## src/rtl/reg_pkg.sv

```systemverilog
// Shared constants for the reg_32 register slice.
// Default data width and reset value used by reg_32.
package reg_pkg;

    localparam int REG_WIDTH = 32;

    localparam logic [REG_WIDTH-1:0] REG_RESET_VALUE = '0;

endpackage

```

## src/rtl/reg_bit_cell.sv

```systemverilog
// One-bit storage cell: synchronous reset to a per-bit value,
// load-enabled capture, hold otherwise.
module reg_bit_cell (
    input  logic clk,
    input  logic rst,
    input  logic load,
    input  logic d,
    input  logic rst_val,
    output logic q
);

    // rst is checked first so a reset edge discards any pending load
    always_ff @(posedge clk) begin
        if (rst) begin
            q <= rst_val;
        end else if (load) begin
            q <= d;
        end
    end

endmodule

```

## src/rtl/reg_32.sv

```systemverilog
// Parameterised load-enable register built from reg_bit_cell slices.
// q comes straight from the cell flops; no path from d or load.
module reg_32
    import reg_pkg::*;
#(
    parameter int               WIDTH       = REG_WIDTH,
    parameter logic [WIDTH-1:0] RESET_VALUE = WIDTH'(REG_RESET_VALUE)
) (
    input  logic             clk,
    input  logic             rst,
    input  logic             load,
    input  logic [WIDTH-1:0] d,
    output logic [WIDTH-1:0] q
);

    for (genvar i = 0; i < WIDTH; i++) begin : g_bit
        reg_bit_cell u_cell (
            .clk     (clk),
            .rst     (rst),
            .load    (load),
            .d       (d[i]),
            .rst_val (RESET_VALUE[i]),
            .q       (q[i])
        );
    end

`ifndef SYNTHESIS
    // Checks are only meaningful once a reset edge has defined q
    logic seen_rst;

    always_ff @(posedge clk) begin
        if (rst) begin
            seen_rst <= 1'b1;
        end
    end

    a_reset : assert property (
        @(posedge clk) rst |=> (q == RESET_VALUE)
    );

    a_load : assert property (
        @(posedge clk) disable iff (!seen_rst)
        (load && !rst) |=> (q == $past(d))
    );

    a_hold : assert property (
        @(posedge clk) disable iff (!seen_rst)
        (!load && !rst) |=> (q == $past(q))
    );

    a_no_x : assert property (
        @(posedge clk) seen_rst |-> !$isunknown(q)
    );
`endif

endmodule

```

## config.mk

```make
export PLATFORM = sky130hd
export DESIGN_NAME = reg_32
export DESIGN_NICKNAME = d
export VERILOG_FILES = /design/src/rtl/reg_pkg.sv /design/src/rtl/reg_bit_cell.sv /design/src/rtl/reg_32.sv
export SDC_FILE = /design/constraint.sdc
export NUM_CORES = 1
export LEC_CHECK = 0
export BUFFER_PORTS_ARGS = -buffer_cell sky130_fd_sc_hd__buf_4
export CAP_MARGIN = 15
export CORE_MARGIN = 1.5
export CORE_UTILIZATION = 30
export CTS_CLUSTER_DIAMETER = 50
export DETAILED_ROUTE_END_ITERATION = 6
export MAX_ROUTING_LAYER = met4
export PLACE_DENSITY = 0.55
export RECOVER_POWER = 25
export SYNTH_ARGS = -nofsm -noshare
export SYNTH_HDL_FRONTEND = slang
export SYNTH_HIERARCHICAL = 1
export SYNTH_SLANG_ARGS = --single-unit
```

## constraint.sdc

```tcl
create_clock -name clk -period 1.5 [get_ports clk]
set_clock_uncertainty 0.2 [all_clocks]
set_input_delay 0 -clock clk [delete_from_list [all_inputs] [get_ports clk]]
set_output_delay 0 -clock clk [all_outputs]
set_load 0.05 [all_outputs]
```

==> Word level (Yosys, flattened, before mapping) <==
Cells that the tools add are included.
{ "word_totals": {"mem_count": 0, "ram_bits": 0, "wordCells": 32, "latchBits": 0, "rom_bits": 0, "inputBits": 35, "regBits": 32} }
{ "op_classes": {"reduce_logical": 0, "multipliers": 0, "mux": 0, "add_sub_neg": 0, "bitwise": 0, "shift": 0, "magnitude_cmp": 0, "n_div": 0, "n_eq_ne": 0} }

==> Logic depth before layout (Yosys ltp) <==
Gate-level depths: netlist of run 1.
{ "depth": {"depth_word": 0, "mapped_depth": 1} }

==> Modules after synthesis <==
Netlist of run 1, hierarchy kept.
{ "modules_own_cells": {"columns": ["mod", "seq_area_each_um2", "cells_per_inst", "area_each_um2", "n_inst"], "rows": [
  ["reg_bit_cell", 30.0, 3, 51.3, 32],
  ["reg_32", 0.0, 1, 3.8, 1]
]} }

==> Worst setup path before layout of run 1 <==
No wires, ideal clock.
{ "synth_timing": {"kind": "reg2out", "from": "register g_bit[0].u_cell.q", "to": "output q[0]", "t_arrival_ns": 0.601, "required_ns": 1.300, "path_buffers": 0, "stages_incl_launch_ff": 1, "slack_ns": 0.699, "cell_sequence": "edfxtp_1"} }
{ "synth_lines": {"columns": ["item", "line", "source"], "rows": [
  ["from (decl)", "reg_bit_cell.sv:9", "output logic q"],
  ["from (signal assigned)", "reg_bit_cell.sv:15", "q <= rst_val;"],
  ["to (decl)", "reg_32.sv:13", "output logic [WIDTH-1:0] q"]
]} }
No word-level cell between the ends.

==> Worst setup path in the final report of run 1 <==
{ "layout_timing": {"from": "input d[20]", "to": "register g_bit[20].u_cell.q, data pin"} }
{ "layout_lines": {"columns": ["item", "line", "source"], "rows": [
  ["from (decl)", "reg_32.sv:12", "input logic [WIDTH-1:0] d,"],
  ["to (signal assigned)", "reg_bit_cell.sv:15", null],
  ["to (decl)", "reg_bit_cell.sv:9", null]
]} }
No word-level cell between the ends.

==> key figures, run 1 <==
Status
  • Status: finished, final reports clean

Clock tree
  • CTS H-tree depth: 2
  • Total CTS buffers: 5
  • Reg clk slew, reported paths: 0.06 ns
  • Clk sink count: 32
  • Root Driver: clkbuf_8
  • TritonCTS clock tree: yes
  • Maximum buffer depth of the clock tree: 2
  • Cts repair resizes: 0

STA
  • Max Clock Freq: 0.8964 GHz
  • Hold Vio Cnt, Final: 0
  • Final period util: between 70 and 80%
  • Relative slew margins: about two thirds
  • WHS: 0.01874 ns
  • Setup TNS: 0 ns
  • Unrepaired setup endpoints after global routing: no
  • Final setup vio count: 0
  • Max-slew violations: 0
  • Fin crit period: ~1.1 ns
  • Actual slew at the worst max-slew pin: 0.5185 ns

Pwr
  • Seq pwr share: 43.5%
  • P_leak: 1.278 nW
  • Total net switching power: 0.8123 mW
  • Comb power frac: roughly a third
  • P_int: 1.787 mW
  • Net switching fraction of the power: 31.24%
  • IR drop worst, VDD: ~0.5 mV
  • Clock power frac: 23.5%
  • PD cells: 934.3 nW/um2

Routing
  • Vias: 1201
  • Post-DR wirelength/cell: 11.69 um
  • # DRC: 0
  • Antenna Nets Post-Route: 0
  • Vias per inst: 3.925
  • Pre-antenna DRT Iters: 4
  • Initial drt markers: 28
  • Final WL: 3.577 mm

Flow run
  • MaxCap Viol Count: 0

Finish
  • Layout net count: 270
  • Fill cell count: ~470
  • Register area: 960.9 um2
  • Area Overhead vs Synth: 69.13%
  • Largest register FFs: 32
  • Multi-input logic area: 800.8 um2
  • Largest regs: g_bit.u_cell/q: 32 flops
  • Commonest non-fill, non-tap cell in the layout: buf_4
  • Diode count: 0
  • Largest Register: g_bit.u_cell/q
  • Share of cells above drive strength 1: 58.05%

Floorplan
  • Initial Util: roughly a third
  • Die Span Y: between 70 and 80 um
  • Die Width: around 77 um
  • IO Pins: 67
  • Die ar.: about 5900 um2
  • Row count: 26
  • Core area: 5205 um2

Logic synthesis
  • Avg Cell Area, Syn: 16.96 um2
  • Netlist Area Pre-Place: 1645 um2
  • Largest area contributor in the netlist: edfxtp_1
  • Yosys top cell area share: 58.40%
  • FF+latch count, synth: 32
  • Ys Warns: 6
  • Post-Synthesis Cells: 97
  • Count of cell types in the netlist: 4
  • Synth area leaders: edfxtp_1 (58%), mux2_4 (29%), or2_2 (12%), conb_1 (0.23%)
  • Part of the Yosys area used for sequential elements: 58.40%

Setup path
  • Crit path arrival time: 0.94 ns
  • Critical path class: in2reg
  • Startpoint types: primary input
  • CP Max Fanout: 1
  • CP Capture Type: flop
  • Worst Path Required: 1.33 ns

Placed design
  • Gpl congestion: 0.6210
  • Port-buffer cells: 66
  • Detailed Place HPWL: between 2 and 2.5 mm

Global routing
  • Global-route congestion overflow total: 0
  • Largest net degree at the start of global routing: 33
  • Global Route Usage Sum: between 10% and 20%
  • Vias in the first global route: 1312
  • Initial antenna violation count: 0
  • First-pass GRT wire length: between 5 and 6 mm

Hold path
  • Worst hold path class: in2reg
  • Worst-case hold path end point: g_bit[15].u_cell/q$_DFFE_PP_
  • Hold path depth: 2
  • Hold Crit Start: rst
## critical path: stages
cell	delay, ns
dlygate4sd3_1	0.55
buf_4	0.14
mux2_4	0.26
## final cells by class
type                    instances  area share [%]
clock buffers                   7           2.743
repair buffers                100           30.67
well taps                      70           3.147
flip-flops and latches         32           34.53
multi-input cells              96           28.78
clock inverters                 1          0.1349
## per-stage QoR
step | setup slack (ns) | utilization, % | area [um2] | cells | total power, mW
after detailed placement | 0.2735 | 45.82 | 2385 | 266 | 1.946
final | 0.3844 | 53.46 | 2783 | 306 | 2.600
after global placement | 0.3008 | 45.82 | 2385 | 266 | 1.929
after CTS | 0.4048 | 53.51 | 2785 | 306 | 2.648
after floorplan | 0.6994 | - | 1762 | 128 | 1.655
after global routing | 0.3815 | 53.46 | 2783 | 306 | 2.733
## Yosys cell counts
cell type / n
edfxtp_1: 32
mux2_4: 32
or2_2: 32
conb_1: 1
## worst max-delay path by stage
stage	cells after the start	end	slack, ns	start
3_3_place_gp	3	g_bit[19].u_cell/q$_DFFE_PP_	0.30	rst
6_report	3	g_bit[20].u_cell/q$_DFFE_PP_	0.38	d[20]
2_1_floorplan	0	q[0]	0.70	g_bit[0].u_cell/q$_DFFE_PP_
3_5_place_dp	3	g_bit[19].u_cell/q$_DFFE_PP_	0.27	rst
5_1_grt	3	g_bit[20].u_cell/q$_DFFE_PP_	0.38	d[20]
4_1_cts	1	q[25]	0.40	g_bit[25].u_cell/q$_DFFE_PP_
## cells by family (layout without fill, tap and decap cells)
family | after synthesis | after routing | synth area share [%]
other | 1 | 32 | 0.2279
and+or+nand+nor | 32 | 32 | 12.17
DFF | 32 | 32 | 58.40
buffers and inverters | 0 | 108 | 0
muxes | 32 | 32 | 29.20
## power by group through the flow
| stage | sequential (mW) | clock (mW) | combinational [mW] |
|---|---|---|---|
| after CTS | 1.13 | 0.652 | 0.864 |
| after global placement | 1.15 | 0 | 0.783 |
| final | 1.13 | 0.611 | 0.859 |
| after detailed placement | 1.15 | 0 | 0.797 |
| after global routing | 1.14 | 0.699 | 0.896 |
| after floorplan | 1.49 | 0 | 0.160 |
## metal layers
metal / track usage [%] / wire length, um
met3: 3.452 / 212
met1: 12.82 / 1322
met5: - / 0
met4: 6.545 / 34
met2: 23.19 / 2008
## timing repair
item | CTS | global route
setup buffers | 0 | 0
endpoints found under the setup margin | 0 | 0
hold endpoints to repair | 32 | 0
hold buffers | 32 | 0
(Power assumes the default switching activity.)
==> run 2: changes to the inputs <==
==> constraint.sdc (replaced) <==
create_clock -name clk -period 1.03 [get_ports clk]
set_clock_uncertainty 0.2 [all_clocks]
set_input_delay 0 -clock clk [delete_from_list [all_inputs] [get_ports clk]]
set_output_delay 0 -clock clk [all_outputs]
set_load 0.05 [all_outputs]
==> run 2 against run 1 <==
- clock power up 51%
- power up 47%
- cell count down 9.8%
- the run now ends with hold timing, setup timing left
- design area down 6.9%
- sequential power up 48%
- critical endpoint is now q[25]
- die area unchanged
- global-route usage down 0.70 points
- worst setup slack worse by 0.43 ns
- combinational power up 43%
==> key figures, run 2 (synthesis gave the netlist of run 1 again) <==
Finish
  • Fill cell count: 511 (was 474)
  • Largest regs: g_bit.u_cell/q: 32 flops (unchanged)
  • Share of cells above drive strength 1: 66.50% (was 58.05%)
  • Largest Register: g_bit.u_cell/q (unchanged)
  • Commonest non-fill, non-tap cell in the layout: buf_4 (unchanged)
  • Diode count: 0 (unchanged)
  • Largest register FFs: 32 (unchanged)
  • Post-Route Utilization: 49.76% (was 53.46%)
  • Area Overhead vs Synth: 57.41% (was 69.13%)
  • Layout net count: 240 (was 270)
  • Design area: 2590 um2 (was 2783 um2)

Floorplan
  • IO Pins: 67 (unchanged)
  • Die Width: 77.06 um (unchanged)
  • Core area: 5205 um2 (unchanged)
  • Die Span Y: 77.06 um (unchanged)
  • Initial Util: 31.61% (unchanged)
  • Die ar.: 5937 um2 (unchanged)
  • Row count: 26 (unchanged)

Setup path
  • CP Capture Type: output port (was flop)
  • Buf+Inv Stages, Crit Path: 1 (was 2)
  • Critical path class: reg2out (was in2reg)
  • Slowest stage delay, CP: 0.41 ns (was 0.55 ns)
  • Worst Path Required: 0.83 ns (was 1.33 ns)
  • Startpoint types: flop (was primary input)
  • CP Max Fanout: 1 (unchanged)
  • Worst-path cell chain: buf_6 (was dlygate4sd3_1 -> buf_4 -> mux2_4)
  • Cell family contributing the most delay on the critical path: flip-flops (was buffers and inverters)
  • Slowest cell on the critical path: edfxtp_1 (was dlygate4sd3_1)
  • Crit path arrival time: 0.87 ns (was 0.94 ns)

Global routing
  • Largest net degree at the start of global routing: 33 (unchanged)
  • Vias in the first global route: 1152 (was 1312)
  • Global-route congestion overflow total: 0 (unchanged)
  • Initial antenna violation count: 0 (unchanged)
  • Global Route Usage Sum: 12.22% (was 12.92%)
  • First-pass GRT wire length: 5.133 mm (was 5.623 mm)

Routing
  • Antenna Nets Post-Route: 0 (unchanged)
  • Pre-antenna DRT Iters: 2 (was 4)
  • Final WL: 3.187 mm (was 3.577 mm)
  • Initial drt markers: 12 (was 28)
  • Vias per inst: 3.946 (was 3.925)
  • # DRC: 0 (unchanged)
  • Post-DR wirelength/cell: 11.55 um (was 11.69 um)
  • Vias: 1089 (was 1201)

STA
  • Final setup vio count: 19 (was 0)
  • WHS: -0.1897 ns (was 0.01874 ns)
  • Max-slew violations: 0 (unchanged)
  • Fin crit period: 1.071 ns
  • Unrepaired setup endpoints after global routing: yes (was no)
  • Hold Vio Cnt, Final: 32 (was 0)
  • Max Clock Freq: just over 0.9 GHz
  • Final period util: 104.0%
  • Final WS setup: -0.04133 ns (was 0.3844 ns)

Hold path
  • Worst hold path class: in2reg (unchanged)
  • Hold path depth: 2 (unchanged)
  • Worst-case hold path end point: g_bit[25].u_cell/q$_DFFE_PP_ (was g_bit[15].u_cell/q$_DFFE_PP_)
  • Hold Crit Start: d[25] (was rst)

Clock tree
  • Total CTS buffers: 5 (unchanged)
  • Root Driver: clkbuf_8 (unchanged)
  • Clk sink count: 32 (unchanged)
  • TritonCTS clock tree: yes (unchanged)
  • Reg clk slew, reported paths: 0.07 ns (was 0.06 ns)
  • Maximum buffer depth of the clock tree: 2 (unchanged)
  • CTS H-tree depth: 2 (unchanged)

Status
  • Status: complete, but fails checks (was finished, final reports clean)
  • Violated checks: hold timing, setup timing

Placed design
  • Placed cell area: 2400 um2 (was 2385 um2)
  • Gpl congestion: 0.6157 (was 0.6210)
  • Detailed Place HPWL: 2.376 mm (was 2.495 mm)
  • Port-buffer cells: 66 (unchanged)

Pwr
  • IR drop worst, VDD: 0.6988 mV (was 0.5013 mV)
  • P_leak: 1.187 nW (was 1.278 nW)
  • PD cells: 1478 nW/um2 (was 934.3 nW/um2)
  • Overall power: 3.828 mW (was 2.600 mW)

Flow run
  • MaxCap Viol Count: 0 (unchanged)
## run 2: metrics by stage
| step | setup slack (ns) | hold WS [ns] | setup TNS (ns) | instances |
|---|---|---|---|---|
| 6_report | -0.04133 | -0.1897 | -0.2901 | 276 |
| 5_1_grt | -0.06917 | -0.1983 | -1.344 | 276 |
| 4_1_cts | -0.05184 | -0.1977 | -0.5784 | 276 |
| 3_5_place_dp | -0.07389 | 0.1033 | -2.296 | 268 |
| 3_3_place_gp | -0.05181 | 0.1008 | -1.478 | 268 |
| 2_1_floorplan | 0.2294 | 0.00003705 | 0 | 128 |
## run 2: how the worst max path moves through the flow
stage	from	end	slack, ns	depth (start not counted)
floorplan	g_bit[0].u_cell/q$_DFFE_PP_	q[0]	0.23	0
global placement	rst	g_bit[27].u_cell/q$_DFFE_PP_	-0.05	3
detailed placement	rst	g_bit[17].u_cell/q$_DFFE_PP_	-0.07	3
CTS	g_bit[25].u_cell/q$_DFFE_PP_	q[25]	-0.05	1
global route	g_bit[25].u_cell/q$_DFFE_PP_	q[25]	-0.07	1
finish	g_bit[25].u_cell/q$_DFFE_PP_	q[25]	-0.04	1
## run 2: final cells by class
type                            instances  area, um2  share of cell area [%]
Tap cell                               70      87.58                   3.382
Multi-Input combinational cell         96      800.8                   30.92
Clock buffer                            7      76.32                   2.947
Sequential cell                        32      960.9                   37.10
Timing Repair Buffer                   70      660.6                   25.51
Clock inverter                          1      3.754                  0.1449
## run 2: power breakdown
part	switching [mW]	internal, mW
registers	0.0702	1.60
clock network	0.452	0.470
logic	0.690	0.541
## run 2: repair_timing
action,in CTS,in global routing
hold endpoints to repair,34,34
resized for setup,32,0
buffers inserted,0,0
setup endpoints to repair,32,32
## run 2: metal layers
layer	GRT usage [%]	share of wire, %
met3	5.000	7.5
met2	20.62	54
met4	6.000	2.3
met5	-	0
met1	12.22	36
==> run 3: changes to the inputs <==
--- a/config.mk
+++ b/config.mk
@@ -8,11 +8,12 @@
 export BUFFER_PORTS_ARGS = -buffer_cell sky130_fd_sc_hd__buf_4
 export CAP_MARGIN = 15
 export CORE_MARGIN = 1.5
-export CORE_UTILIZATION = 30
+export CORE_UTILIZATION = 48
 export CTS_CLUSTER_DIAMETER = 50
 export DETAILED_ROUTE_END_ITERATION = 6
+export HOLD_SLACK_MARGIN = 0.08
 export MAX_ROUTING_LAYER = met4
-export PLACE_DENSITY = 0.55
+export PLACE_DENSITY = 0.81
 export RECOVER_POWER = 25
 export SYNTH_ARGS = -nofsm -noshare
 export SYNTH_HDL_FRONTEND = slang
==> run 3 against run 2 <==
- the flow still finishes with violations (hold timing, setup timing)
- worst hold slack gained 0.15 ns
- critical endpoint is now q[12]
- clock-buffer cell count down 2
- non-clock buffer count up 28
- power fell by 3.1%
- core utilization is 36 points higher
- design area grew 9.9%
- die area decreased by 36%
- cell count rose by 1.4%
- clock power decreased by 26%
- first-iteration DRC count rose to 4.2 times the previous value
- global-route usage is 11 points higher
- routed wire length increased by 32%
==> key figures, run 3 (synthesis gave the netlist of run 1 again) <==
Status
  • Status: complete, but fails checks (unchanged)
  • Violated checks: hold timing, setup timing (unchanged)

STA
  • Hold Vio Cnt, Final: 10 (was 32)
  • Final setup vio count: 48 (was 19)
  • Fin crit period: 1.147 ns (was 1.071 ns)
  • Setup TNS: -2.402 ns (was -0.2901 ns)
  • Final period util: 111.3% (was 104.0%)
  • WHS: -0.03850 ns (was -0.1897 ns)
  • Unrepaired setup endpoints after global routing: yes (unchanged)
  • Final WS setup: -0.1167 ns (was -0.04133 ns)
  • Max Clock Freq: 0.8721 GHz (was 0.9334 GHz)
  • Max-slew violations: 0 (unchanged)

Clock tree
  • Total CTS buffers: 5 (unchanged)
  • Setup Fix Bufs, Post-CTS: 0 (unchanged)
  • Maximum buffer depth of the clock tree: 2 (unchanged)
  • CTS H-tree depth: 2 (unchanged)
  • Reg clk slew, reported paths: 0.10 ns (was 0.07 ns)
  • Clk sink count: 32 (unchanged)
  • TritonCTS clock tree: yes (unchanged)
  • Root Driver: clkbuf_4 (was clkbuf_8)

Setup path
  • Cell family contributing the most delay on the critical path: flip-flops (unchanged)
  • Worst Path Required: 0.83 ns (about the same)
  • Buf+Inv Stages, Crit Path: 1 (unchanged)
  • Slowest cell on the critical path: edfxtp_1 (unchanged)
  • CP Capture Type: output port (unchanged)
  • Slowest stage delay, CP: 0.44 ns (was 0.41 ns)
  • Critical path class: reg2out (unchanged)
  • Startpoint types: flop (unchanged)
  • Crit path arrival time: 0.95 ns (was 0.87 ns)
  • CP Max Fanout: 1 (unchanged)
  • Worst-path cell chain: buf_6 (unchanged)

Finish
  • Diode count: 0 (unchanged)
  • Largest register FFs: 32 (unchanged)
  • Fill cell count: 171 (was 511)
  • Multi-input logic area: 800.8 um2 (unchanged)
  • Share of cells above drive strength 1: 58.12% (was 66.50%)
  • Register area: 960.9 um2 (unchanged)
  • Layout net count: 268 (was 240)
  • Most frequent cells in the layout: or2_2 (32), mux2_4 (32), conb_1 (32), edfxtp_1 (32), buf_6 (32)
  • Area Overhead vs Synth: 72.93% (was 57.41%)
  • Largest Register: g_bit.u_cell/q (unchanged)
  • Largest regs: g_bit.u_cell/q: 32 flops (unchanged)

Global routing
  • Global Route Usage Sum: 22.88% (was 12.22%)
  • First-pass GRT wire length: 5.554 mm (was 5.133 mm)
  • Initial antenna violation count: 0 (unchanged)
  • Global-route congestion overflow total: 0 (unchanged)
  • Vias in the first global route: 1207 (was 1152)
  • Largest net degree at the start of global routing: 36 (was 33)

Pwr
  • IR drop worst, VDD: 0.8784 mV (was 0.6988 mV)
  • Overall power: 3.708 mW (was 3.828 mW)
  • PD cells: 1303 nW/um2 (was 1478 nW/um2)
  • P_leak: 1.400 nW (was 1.187 nW)

Placed design
  • Gpl congestion: 0.6090 (was 0.6157)
  • Port-buffer cells: 66 (unchanged)
  • Pre-CTS worst setup slack: -0.08610 ns (was -0.07389 ns)

Floorplan
  • Row count: 21 (was 26)
  • Core area: 3311 um2 (was 5205 um2)
  • Die Span Y: 61.55 um (was 77.06 um)
  • Die ar.: 3788 um2 (was 5937 um2)
  • IO Pins: 67 (unchanged)
  • Die Width: 61.55 um (was 77.06 um)
  • Initial Util: 49.70% (was 31.61%)

Routing
  • Antenna Nets Post-Route: 0 (unchanged)
  • Final WL: 4.208 mm (was 3.187 mm)
  • Pre-antenna DRT Iters: 4 (was 2)
  • # DRC: 0 (unchanged)
  • Vias: 1249 (was 1089)
  • Post-DR wirelength/cell: 15.03 um (was 11.55 um)
  • Vias per inst: 4.461 (was 3.946)
  • Initial drt markers: 50 (was 12)

Flow run
  • MaxCap Viol Count: 0 (unchanged)

Hold path
  • Worst hold path class: in2reg (unchanged)
==> run 3: cell types whose count changed in the layout (fill, tap and decap cells not counted), moves of 2 or more <==
| cell | change |
|---|---|
| buf_4 | -2 |
| clkbuf_8 | -5 |
| clkinv_2 | +2 |
| clkbuf_4 | +6 |
| dlygate4sd3_1 | +20 |
| dlymetal6s4s_1 | +12 |
| clkbuf_1 | -3 |
==> run 3: metrics by stage <==
step	instance area, um2	instances	utilization, %	hold WS (ns)
detailed placement	2355	242	71.13	0.1036
global placement	2355	242	71.13	0.1008
finish	2845	280	85.94	-0.03850
CTS	2816	279	85.07	-0.2309
global route	2845	280	85.94	-0.04037
floorplan	1762	128	-	0.00003705
==> run 3: timing repair <==
| item | in CTS | in global routing |
|---|---|---|
| endpoints found under the hold margin | 64 | 59 |
| setup endpoints to repair | 32 | 46 |
| gates resized for setup | 32 | 12 |
| hold buffers | 29 | 3 |
==> run 3: routing by layer <==
| layer | GRT usage [%] | routed length (um) |
|---|---|---|
| met5 | - | 0 |
| met4 | 8.511 | 73 |
| met3 | 7.353 | 279 |
| met2 | 43.16 | 2334 |
| met1 | 21.03 | 1521 |
==> run 3: path summary, 6_finish.rpt <==
| check | startpoint | end | slack, ns | cells after the start |
|---|---|---|---|---|
| worst min-delay path | d[24] | g_bit[24].u_cell/q$_DFFE_PP_ | -0.04 | 3 |
| worst max-delay path | g_bit[12].u_cell/q$_DFFE_PP_ | q[12] | -0.12 | 1 |
==> run 3: cell type report <==
type                       instances  area share, %
tap                               46          2.023
timing repair buffer              98          34.26
clock inverter                     3         0.4837
sequential                        32          33.77
multi-input combinational         96          28.14
clock buffer                       5          1.319
==> run 3: report_power, final <==
part           switching [mW]  leakage [nW]  total, mW  internal [mW]
clock                   0.428        0.0324      0.678          0.250
combinational           0.736          1.04       1.35          0.618
sequential             0.0735         0.326       1.68           1.60
total                    1.24          1.40       3.71           2.47
